[src/rtl/spi_display_seq_if.sv]
// rtl/spi_display_seq_if.sv - source/sink/control bundle between a word source, the sequencer and spi_display
interface spi_display_seq_if;
  logic       tick;
  logic [9:0] in_data;
  logic       in_empty;
  logic       in_get;
  logic       out_dc;
  logic [7:0] out_data;
  logic       out_empty;
  logic       out_get;
  logic       spi_idle;
  logic       lcd_reset;
  logic       backlight;
  logic       busy;

  modport master (
    output tick, in_data, in_empty, out_get, spi_idle,
    input  in_get, out_dc, out_data, out_empty, lcd_reset, backlight, busy
  );

  modport slave (
    input  tick, in_data, in_empty, out_get, spi_idle,
    output in_get, out_dc, out_data, out_empty, lcd_reset, backlight, busy
  );
endinterface

[src/rtl/spi_display_seq.sv]
// rtl/spi_display_seq.sv - command sequencer: pass-through, delays, reset pulse, run-length fill, backlight
module spi_display_seq #(
  parameter int GUARD = 4
) (
  input  logic             clock,
  input  logic             reset,
  spi_display_seq_if.slave bus
);

  localparam int GW = $clog2(GUARD + 1);

  localparam logic [1:0] OP_DELAY  = 2'b00;
  localparam logic [1:0] OP_RESET  = 2'b01;
  localparam logic [1:0] OP_REPEAT = 2'b10;
  localparam logic [1:0] OP_SET    = 2'b11;

  typedef enum logic [2:0] {
    PASS, DRAIN, DELAY, RSTPULSE, REP_LO, REP_VAL, REP_EMIT
  } state_t;

  state_t        state, state_nx;
  logic [1:0]    op;
  logic [5:0]    arg;
  logic [13:0]   count;
  logic [GW-1:0] guard;
  logic [8:0]    word;
  logic          lcd_reset_q;
  logic          backlight_q;

  logic head_ctl;
  logic pass_empty;
  logic guard_done;
  logic count_zero;

  // Head word is an in-band command only when the source actually has a word.
  assign head_ctl   = ~bus.in_empty & bus.in_data[9];
  assign pass_empty = bus.in_empty | bus.in_data[9];
  // This cycle is the GUARD-th consecutive idle cycle of the SPI link.
  assign guard_done = bus.spi_idle && (guard == GW'(GUARD - 1));
  assign count_zero = (count == '0);

  assign bus.lcd_reset = lcd_reset_q;
  assign bus.backlight = backlight_q;
  assign bus.busy      = (state != PASS);

  // State register.
  always_ff @(posedge clock or posedge reset) begin
    if (reset) state <= PASS;
    else       state <= state_nx;
  end

  // Next state plus the combinational source/sink handshake.
  always_comb begin
    state_nx      = state;
    bus.in_get    = 1'b0;
    bus.out_empty = 1'b1;
    bus.out_dc    = word[8];
    bus.out_data  = word[7:0];
    case (state)
      PASS: begin
        bus.out_dc    = bus.in_data[8];
        bus.out_data  = bus.in_data[7:0];
        bus.out_empty = pass_empty;
        bus.in_get    = head_ctl | (bus.out_get & ~pass_empty);
        if (head_ctl) begin
          case (bus.in_data[7:6])
            OP_DELAY, OP_RESET: state_nx = DRAIN;
            OP_REPEAT:          state_nx = REP_LO;
            default:            state_nx = PASS;
          endcase
        end
      end
      DRAIN: begin
        if (guard_done) state_nx = (op == OP_RESET) ? RSTPULSE : DELAY;
      end
      DELAY, RSTPULSE: begin
        if (bus.tick && count_zero) state_nx = PASS;
      end
      REP_LO: begin
        bus.in_get = ~bus.in_empty;
        if (!bus.in_empty) state_nx = REP_VAL;
      end
      REP_VAL: begin
        bus.in_get = ~bus.in_empty;
        if (!bus.in_empty) state_nx = REP_EMIT;
      end
      REP_EMIT: begin
        bus.out_empty = 1'b0;
        if (bus.out_get && count_zero) state_nx = PASS;
      end
      default: state_nx = PASS;
    endcase
  end

  // Command latch, guard/timer/fill counters and the registered panel controls.
  always_ff @(posedge clock or posedge reset) begin
    if (reset) begin
      op          <= '0;
      arg         <= '0;
      count       <= '0;
      guard       <= '0;
      word        <= '0;
      lcd_reset_q <= 1'b0;
      backlight_q <= 1'b0;
    end else begin
      case (state)
        PASS: begin
          guard <= '0;
          if (head_ctl) begin
            op  <= bus.in_data[7:6];
            arg <= bus.in_data[5:0];
            if (bus.in_data[7:6] == OP_SET)    backlight_q  <= bus.in_data[0];
            if (bus.in_data[7:6] == OP_REPEAT) count[13:8]  <= bus.in_data[5:0];
          end
        end
        DRAIN: begin
          if (!bus.spi_idle) begin
            guard <= '0;
          end else if (guard_done) begin
            guard <= '0;
            count <= {8'd0, arg};
            if (op == OP_RESET) lcd_reset_q <= 1'b1;
          end else begin
            guard <= guard + 1'b1;
          end
        end
        DELAY, RSTPULSE: begin
          if (bus.tick) begin
            if (count_zero) lcd_reset_q <= 1'b0;
            else            count       <= count - 1'b1;
          end
        end
        REP_LO: begin
          if (!bus.in_empty) count[7:0] <= bus.in_data[7:0];
        end
        REP_VAL: begin
          if (!bus.in_empty) word <= bus.in_data[8:0];
        end
        REP_EMIT: begin
          if (bus.out_get && !count_zero) count <= count - 1'b1;
        end
        default: ;
      endcase
    end
  end

endmodule

[src/flat_wrapper.sv]
// flat-port wrapper written by rule: the top's interface ports become plain ports
module spi_display_seq_flat 
#(
  parameter int GUARD = 4
)
  (clock, reset, bus_tick, bus_in_data, bus_in_empty, bus_out_get, bus_spi_idle, bus_in_get, bus_out_dc, bus_out_data, bus_out_empty, bus_lcd_reset, bus_backlight, bus_busy);
  spi_display_seq_if bus_i ();
  input  logic clock;
  input  logic reset;
  input wire logic [$bits(bus_i.tick)-1:0] bus_tick;
  input wire logic [$bits(bus_i.in_data)-1:0] bus_in_data;
  input wire logic [$bits(bus_i.in_empty)-1:0] bus_in_empty;
  input wire logic [$bits(bus_i.out_get)-1:0] bus_out_get;
  input wire logic [$bits(bus_i.spi_idle)-1:0] bus_spi_idle;
  output wire logic [$bits(bus_i.in_get)-1:0] bus_in_get;
  output wire logic [$bits(bus_i.out_dc)-1:0] bus_out_dc;
  output wire logic [$bits(bus_i.out_data)-1:0] bus_out_data;
  output wire logic [$bits(bus_i.out_empty)-1:0] bus_out_empty;
  output wire logic [$bits(bus_i.lcd_reset)-1:0] bus_lcd_reset;
  output wire logic [$bits(bus_i.backlight)-1:0] bus_backlight;
  output wire logic [$bits(bus_i.busy)-1:0] bus_busy;
  assign bus_i.tick = bus_tick;
  assign bus_i.in_data = bus_in_data;
  assign bus_i.in_empty = bus_in_empty;
  assign bus_i.out_get = bus_out_get;
  assign bus_i.spi_idle = bus_spi_idle;
  assign bus_in_get = bus_i.in_get;
  assign bus_out_dc = bus_i.out_dc;
  assign bus_out_data = bus_i.out_data;
  assign bus_out_empty = bus_i.out_empty;
  assign bus_lcd_reset = bus_i.lcd_reset;
  assign bus_backlight = bus_i.backlight;
  assign bus_busy = bus_i.busy;
  spi_display_seq #(.GUARD(GUARD)) u_core (.clock(clock), .reset(reset), .bus(bus_i));
endmodule
[config.mk]
export PLATFORM = sky130hd
export DESIGN_NAME = spi_display_seq_flat
export DESIGN_NICKNAME = d
export VERILOG_FILES = /design/src/rtl/spi_display_seq_if.sv /design/src/rtl/spi_display_seq.sv /design/src/flat_wrapper.sv
export SDC_FILE = /design/constraint.sdc
export NUM_CORES = 1
export LEC_CHECK = 0
export CAP_MARGIN = 10
export CORE_MARGIN = 5
export CORE_UTILIZATION = 50
export DETAILED_ROUTE_END_ITERATION = 16
export GPL_TIMING_DRIVEN = 0
export PLACE_DENSITY = 0.81
export SETUP_SLACK_MARGIN = 0.4
export SYNTH_ARGS = -nofsm -noshare
export SYNTH_HDL_FRONTEND = slang
export SYNTH_SLANG_ARGS = --single-unit
export TNS_END_PERCENT = 10
[constraint.sdc]
create_clock -name clock -period 4.6 [get_ports clock]
set_clock_uncertainty 0.2 [all_clocks]
set_input_delay 1.38 -clock clock [delete_from_list [all_inputs] [get_ports clock]]
set_output_delay 1.38 -clock clock [all_outputs]
set_load 0.01 [all_outputs]
Word level (Yosys, flattened, before mapping). Cells that the tools add are included.

Flip-flop bits (word level): 39. Bits of input ports: 16. Output and inout port bits: 14. Logic and storage cells: 96.

Add/sub/neg operators: 2. Eq/ne operators: 24. Mux-type cells: 32. Bitwise logic cells: 6. Reduce and logical (&&, ||, !) cells: 23.

Operator list (number): 14-bit two-way mux (5); 8-bit case mux with 4 select lines (1); 3-bit two-way mux (8); 6-bit case mux with 4 select lines (1); 3-bit case mux with 6 select lines (1); 8-bit two-way mux (2); 2-bit by 1-bit != test with 1-bit output, second input constant (8); 14-bit logical NOT (1); 14-bit by 1-bit subtractor with 14-bit output, second input constant (1); 6-bit two-way mux (2); 3-bit case mux with 2 select lines (2); 6-bit AND reduction (2); 2-bit != test, second input constant (5); 3-bit by 2-bit == test with 1-bit output, second input constant (3); 3-bit == test, second input constant (3); 8-bit AND reduction (1); 4-bit nonzero test (2); 1-bit two-way mux (7); 7-bit AND reduction (1); 1-bit case mux with 2 select lines (3); 2-bit OR reduction (3); 2-bit by 1-bit == test with 1-bit output, second input constant (2); 2-bit == test, second input constant (2); 1-bit logical AND (4); other kinds (12) (17).

Longest topological paths before layout. Gate-level depths: netlist of the first run.

Depth after elaboration: 5. Mapped depth: 8. Mapped depth without buffers: 7.

Least setup slack after synthesis of the first run. Ideal clock, no wire load.

Kind: input port to output port. From: in bus_in_data[9]. To: out bus_out_empty. Arrival time: 1933 ps. Required time: 3020 ps. Setup slack: 1087 ps. Cell stages on the path: 3. Buffers on the path: 0. Path through: nor4_1 a21oi_1 or2_2.

Cells in the longest elaborated chain, start to end: 2.

Ends and longest elaborated chain: start: declaration (RTL line flat_wrapper.sv:11) `input wire logic [$bits(bus_i.in_data)-1:0] bus_in_data;`; 1-bit bitwise OR (RTL line spi_display_seq.sv:37) `assign pass_empty = bus.in_empty | bus.in_data[9];`; 1-bit case mux with 2 select lines (RTL line spi_display_seq.sv:59) `case (state)`; end: declaration (RTL line flat_wrapper.sv:18) `output wire logic [$bits(bus_i.out_empty)-1:0] bus_out_empty;`.

Every way passes these cells.

Worst setup path in the final report of the first run.
From: in bus_in_data[6]. To: out bus_out_data[6].

Cells in the longest elaborated chain, start to end: 1.

Ends and longest elaborated chain: 8-bit two-way mux (RTL line spi_display_seq.sv:59); end: declaration (RTL line flat_wrapper.sv:17) `output wire logic [$bits(bus_i.out_data)-1:0] bus_out_data;`.

Every way passes these cells.

==> results of run 1 <==
## routing by layer
layer,vias up,GRT usage,wire (um)
met2,84,0.316,2860
met4,0,0.0842,149
met5,-,0,0
met1,1008,0.275,2540
met3,18,0.0384,337
li1,958,-,-
## layout by cell type (no fill, tap or decap), types with 3 or more instances in the layout
master and n:
sky130_fd_sc_hd__dfrtp_1 39, sky130_fd_sc_hd__mux2_2 27, sky130_fd_sc_hd__o21ai_0 26, sky130_fd_sc_hd__clkdlybuf4s50_1 26, sky130_fd_sc_hd__nor2_1 23, sky130_fd_sc_hd__nand2_1 11
sky130_fd_sc_hd__a21oi_1 11, sky130_fd_sc_hd__clkbuf_8 7, sky130_fd_sc_hd__inv_1 5, sky130_fd_sc_hd__o22a_1 5, sky130_fd_sc_hd__nor3_1 5, sky130_fd_sc_hd__a32oi_1 5
sky130_fd_sc_hd__clkbuf_1 4, sky130_fd_sc_hd__o22ai_1 4, sky130_fd_sc_hd__o221ai_1 4, sky130_fd_sc_hd__buf_2 3, sky130_fd_sc_hd__nand2b_1 3, sky130_fd_sc_hd__or3_1 3
sky130_fd_sc_hd__a221oi_1 3, sky130_fd_sc_hd__a22oi_1 3
## state kept, by name, summed over array words and instances (netlist names)
| signal | flops |
|---|---|
| u_core.count | 14 |
| u_core.bus.backlight | 1 |
| u_core.arg | 6 |
| u_core.guard | 3 |
| u_core.op | 2 |
| u_core.bus.lcd_reset | 1 |
| u_core.word | 9 |
| u_core.state | 3 |
## power by group through the flow
stage | logic (W) | registers (W) | clock network [W]
floorplan | 0.000886 | 0.000627 | 0
global placement | 0.00120 | 0.000650 | 0
detailed placement | 0.00122 | 0.000663 | 0
CTS | 0.00123 | 0.000658 | 0.000230
global route | 0.00136 | 0.000688 | 0.000246
finish | 0.00124 | 0.000662 | 0.000227
## metrics by stage
step | cell area (um2) | total power (W) | setup slack (ns) | utilization | hold WS (ns)
finish | 2880 | 0.00213 | 0.241 | 0.611 | 0.284
global route | 2880 | 0.00229 | 0.199 | 0.611 | 0.313
CTS | 2880 | 0.00212 | 0.256 | 0.610 | 0.290
detailed placement | 2800 | 0.00188 | 0.0700 | 0.592 | 0.268
global placement | 2800 | 0.00185 | 0.114 | 0.592 | 0.261
floorplan | 2420 | 0.00151 | 1.09 | - | 0.243
## layout make-up
type | instances | area (um2)
fill | 396 | 1840
multi-input combinational | 177 | 1330
sequential | 39 | 976
timing repair buffer | 29 | 290
buffer | 12 | 92.6
tap | 67 | 83.8
clock buffer | 7 | 76.3
inverter | 7 | 26.3
clock inverter | 1 | 5.00
## worst paths after layout
kind	to	slack (ns)
worst max register to register	u_core.count[8]	2.05
worst max-delay path	bus_out_data[6]	0.24
worst min register to register	u_core.guard[2]	0.28
worst min-delay path	u_core.guard[2]	0.28
min in group asynchronous	u_core.word[2]	1.37
max in group asynchronous	u_core.count[2]	2.30
## cell usage after synthesis (4+ instances only)
master / n
sky130_fd_sc_hd__dfrtp_1: 39
sky130_fd_sc_hd__nand2_1: 11
sky130_fd_sc_hd__o22ai_1: 4
sky130_fd_sc_hd__nor3_1: 5
sky130_fd_sc_hd__a21oi_1: 11
sky130_fd_sc_hd__o221ai_1: 4
sky130_fd_sc_hd__mux2_2: 27
sky130_fd_sc_hd__a32oi_1: 5
sky130_fd_sc_hd__inv_1: 6
sky130_fd_sc_hd__o21ai_0: 26
sky130_fd_sc_hd__nor2_1: 23
sky130_fd_sc_hd__o22a_1: 5
## what timing repair did
action,CTS,global route
hold buffers,0,0
setup endpoints to repair,10,10
gates resized for setup,3,1
## cells by family after synthesis
| logic type | after synthesis | synth area share |
|---|---|---|
| buf+inv | 19 | 0.0491 |
| compound gates | 73 | 0.209 |
| mux | 28 | 0.130 |
| flops | 39 | 0.403 |
| simple gates | 72 | 0.192 |
| xor+xnor | 2 | 0.00723 |
| fa+ha+maj | 2 | 0.0103 |
==> results_dict.tcl, run 1 <==
set metrics [dict create \
    outcome "complete, no violations" \
    crit_path_max_incr_delay_ns 0.65 \
    core.rowCount 25 \
    async_set_or_reset_flop_fraction_in_the_synthesized_netlist 1.00 \
    switching_power_w 0.000914 \
    critical_path.max_fanout 7 \
    pwr_density_cell_nw_per_um2 738 \
    finalCritPeriodShare 0.948 \
    root_buffer "sky130_fd_sc_hd__clkbuf_8" \
    ys_warn_count 0 \
    worst_path_max_delay_cell "sky130_fd_sc_hd__clkdlybuf4s50_1" \
    postcts_setup_bufs 0 \
    worst_setup_hold_path_clk_slew_ns 0.07 \
    clock_power_frac 0.106 \
    grt_pass1_wl_um 10000 \
    worst_path_dominant_cell_family "buffers and inverters" \
    drt-initial-drc-count 194 \
    critical-path-top-cell-by-count "sky130_fd_sc_hd__clkdlybuf4s50_1" \
    netlist_top_cells_area "sky130_fd_sc_hd__dfrtp_1 (40%), sky130_fd_sc_hd__mux2_2 (13%), sky130_fd_sc_hd__o21ai_0 (5.4%)" \
    crit_path_start "bus_in_data[6]" \
    gp_congestion 0.896 \
    cell_type_with_the_largest_total_area_after_synthesis "sky130_fd_sc_hd__dfrtp_1" \
    dieArea_um2 6340 \
    synth_nets 253 \
    cts.path.max_buffers 2 \
    avgSynthCellArea_um2 10.3 \
    start_util 0.513 \
    die-height_um 79.6 \
    ys_ff_latch 39 \
    yosys_most_used_dff "sky130_fd_sc_hd__dfrtp_1" \
    synth_edf_count 0 \
    worst_r2r_path_depth 8 \
    seqPwrFrac 0.311 \
    critPathArrivalTime_ns 2.78 \
    rsz_0062_raised_after_global_routing "yes" \
    globalRouteOverflowTotal 0 \
    crit_cells 3 \
    p_comb_frac 0.583 \
    netlist_instances 235 \
    antenna_violating_nets_post_route 0 \
    antenna_found_initial 0 \
    worst-slew-pin-transition_ns 0.848 \
    nNetsFinal 289 \
    yosysSeqAreaShare 0.403 \
    clock_sink_count 39 \
    grtUsageTotal 0.203 \
    dp_hpwl_um 4130 \
    worstHoldPathType "flip-flop to flip-flop" \
    drt-wirelength-per-cell_um 17.4 \
    synth_top_area_frac 0.403 \
    maxSlewHeadroom 0.431 \
    cellLeakagePower_nw 1.20 \
    first_global_vias 2062 \
    max_cap_viol_count 0 \
    dieWidth_um 79.6 \
    worst_setup_path_start_kind "input port" \
    yosysUniqueCellTypes 61 \
    area_growth_syn_to_layout_pct 19.1 \
    design.portCount 30 \
    vdd_drop_max_v 0.000388 \
    hold_path_startpoint "u_core.guard[2]" \
    worstPathRequired_ns 3.02 \
    antenna_cells_inserted 0 \
    vias_per_cell 6.10 \
    total_negative_slack_for_setup_checks_ns 0 \
    cts_tree "yes" \
    power_switching_share 0.429 \
    grt_max_degree 40 \
    drc_errors 0 \
    series_of_cell_instances_along_the_critical_path "clkdlybuf4s50_1 -> mux2_2 -> clkdlybuf4s50_1" \
    cts_htree_levels 2 \
    vias 2068 \
    crit_type "input port to primary output" \
    wl_um 5890 \
    hold-path-cell-count 1 \
    final_critical_period_ns 4.36 \
    slew_viol_final 0 \
    final_layout_size_suffix_gt1_frac 0.235 \
    drt-pass1-iter-count 5 \
    post_synth_instance_area_um2 2420 \
    clk_latency_ns 0.29 \
    critical_path.endpoint_type "primary output" \
    numPlacedInstances 331 \
    final_cell_count_no_fill 339 \
    finalHoldViolations 0 \
    critical_path_buffers_and_inverters 2 \
    intPower_w 0.00122 \
    number_of_buffer_cells_added_on_primary_ports 29 \
    max_freq_mhz 229 \
    core_area_um2 4720 \
    report.final.setup_viol 0 \
    worst_r2r_startpoint "u_core.count[0]" \
    cts-buffers-inserted 5 \
]
No activity file was read; power rests on OpenSTA's default activity.
==> run 2: changes to the inputs <==
CORE_ASPECT_RATIO = 1.25   (was default)
==> results_dict.tcl, run 2 (same netlist as run 1, synthesis figures left out) <==
set metrics [dict create \
    outcome "complete, no violations" \
    dieWidth_um 72.3 \
    largest_register "u_core.count" \
    post_cts_hold_buffer_count 0 \
    clock_sink_count 39 \
    fillCellCount 393 \
    root_buffer "sky130_fd_sc_hd__clkbuf_8" \
    pre_cts_slack_ns 0.104 \
    globalRouteOverflowTotal 0 \
    core.rowCount 28 \
    nNetsFinal 289 \
    worst_setup_path_start_kind "input port" \
    cellLeakagePower_nw 1.22 \
    die-height_um 87.8 \
    final_critical_period_ns 4.33 \
    postcts_setup_bufs 0 \
    worst_setup_hold_path_clk_slew_ns 0.08 \
    series_of_cell_instances_along_the_critical_path "clkdlybuf4s50_1 -> mux2_2 -> clkdlybuf4s50_1" \
    drt-wirelength-per-cell_um 18.1 \
    antenna_found_initial 0 \
    finalCritPeriodShare 0.940 \
    grt_pass1_wl_um 9870 \
    worstPathRequired_ns 3.02 \
    crit_path_max_incr_delay_ns 0.61 \
    drt-initial-drc-count 149 \
    worstHoldPathType "flip-flop to flip-flop" \
    critical_path.max_fanout 5 \
    core_area_um2 4730 \
    design_area_um2 2910 \
    rsz_0062_raised_after_global_routing "yes" \
    clk_latency_ns 0.30 \
    layout.cells.most_common_list "sky130_fd_sc_hd__dfrtp_1 (39), sky130_fd_sc_hd__mux2_2 (27), sky130_fd_sc_hd__o21ai_0 (26), sky130_fd_sc_hd__clkdlybuf4s50_1 (25), sky130_fd_sc_hd__nor2_1 (23)" \
    drc_errors 0 \
    max_cap_viol_count 0 \
    design.portCount 30 \
    number_of_buffer_cells_added_on_primary_ports 29 \
    grtUsageTotal 0.199 \
    final_layout_size_suffix_gt1_frac 0.243 \
    finalHoldViolations 0 \
    dieArea_um2 6350 \
    critPathArrivalTime_ns 2.75 \
    dp_hpwl_um 4340 \
    critical_path.endpoint_type "primary output" \
    cts-buffers-inserted 5 \
    max_freq_mhz 231 \
    antenna_cells_inserted 0 \
    first_global_vias 2037 \
    worst_path_max_delay_cell "sky130_fd_sc_hd__clkdlybuf4s50_1" \
    largest_register_ffs 14 \
    gp_congestion 0.904 \
    drt-pass1-iter-count 4 \
    antenna_violating_nets_post_route 0 \
    cts.path.max_buffers 2 \
    dpl_cell_area_um2 2790 \
    critical-path-top-cell-by-count "sky130_fd_sc_hd__clkdlybuf4s50_1" \
    worst_slack_ns 0.275 \
    vdd_drop_max_v 0.000425 \
    largestRegisters "u_core.count x14, u_core.word x9, u_core.arg x6" \
    wl_um 6020 \
    start_util 0.512 \
    slew_viol_final 0 \
    grt_max_degree 40 \
    final_common_cell "sky130_fd_sc_hd__dfrtp_1" \
    worst-slew-pin-transition_ns 0.824 \
    cts_htree_levels 2 \
    crit_type "input port to primary output" \
    vias 2056 \
    cts_tree "yes" \
    vias_per_cell 6.19 \
    report.final.setup_viol 0 \
    pwr_density_cell_nw_per_um2 755 \
    total_negative_slack_for_setup_checks_ns 0 \
    maxSlewHeadroom 0.450 \
    area_growth_syn_to_layout_pct 20.1 \
]
## run 2: cell count changes in the layout (fill, tap and decap cells not counted), sizes merged
cell / delta
bufinv: +1
clkbuf: -2
clkinv: +1
dlymetal6s2s: +1
clkdlybuf4s50: -1
## run 2: report_power, final
| group | switching, W | leakage, nW | internal, W |
|---|---|---|---|
| sequential | 0.000160 | 0.486 | 0.000504 |
| combinational | 0.000638 | 0.679 | 0.000605 |
| clock | 0.000129 | 0.0581 | 0.000162 |
## run 2: worst paths after layout
check | slack, ns | from | to | cells after the start
max | 0.27 | bus_in_data[1] | bus_out_data[1] | 3
min | 0.30 | u_core.guard[2] | u_core.guard[2] | 1
max reg2reg | 2.05 | u_core.count[0] | u_core.count[9] | 8
min reg2reg | 0.30 | u_core.guard[2] | u_core.guard[2] | 1
max in group asynchronous | 2.29 | reset | u_core.word[7] | 2
min in group asynchronous | 1.38 | reset | u_core.word[8] | 2
## run 2: repair_timing
action | CTS | global route
pin swaps | 0 | 1
gates resized for setup | 2 | 3
endpoints found under the setup margin | 10 | 10
## run 2: layout make-up
class | instances | area, um2 | share of cell area
Inverter | 7 | 26.3 | 0.00903
Tap cell | 60 | 75.1 | 0.0258
Timing Repair Buffer | 29 | 293 | 0.101
Multi-Input combinational cell | 177 | 1330 | 0.458
Sequential cell | 39 | 976 | 0.335
Buffer | 12 | 92.6 | 0.0318
Clock inverter | 3 | 43.8 | 0.0151
Clock buffer | 5 | 68.8 | 0.0237
## run 2: layer usage
metal,global-route usage,vias up,wire [um]
met2,0.359,56,3180
met1,0.239,1027,2470
met5,0,-,0
met3,0.0276,9,260
met4,0.0769,0,108
li1,-,964,-
## run 2: metrics by stage
stage | total power, W | instances | utilization | hold WS [ns]
after global routing | 0.00235 | 332 | 0.615 | 0.323
after detailed placement | 0.00189 | 324 | 0.589 | 0.283
after floorplan | 0.00151 | 235 | - | 0.243
after CTS | 0.00219 | 332 | 0.613 | 0.304
final | 0.00220 | 332 | 0.615 | 0.303
after global placement | 0.00185 | 324 | 0.589 | 0.259
## run 2: critical path, delay by kind of cell
family	cells	cell delay, ns
mux	1	0.20
buf+inv	2	1.16
==> run 3: changes to the inputs <==
CORE_ASPECT_RATIO = default   (was 1.25)
==> results of run 3 <==
Final layout, timing and power as in run 1 (identical DEF).
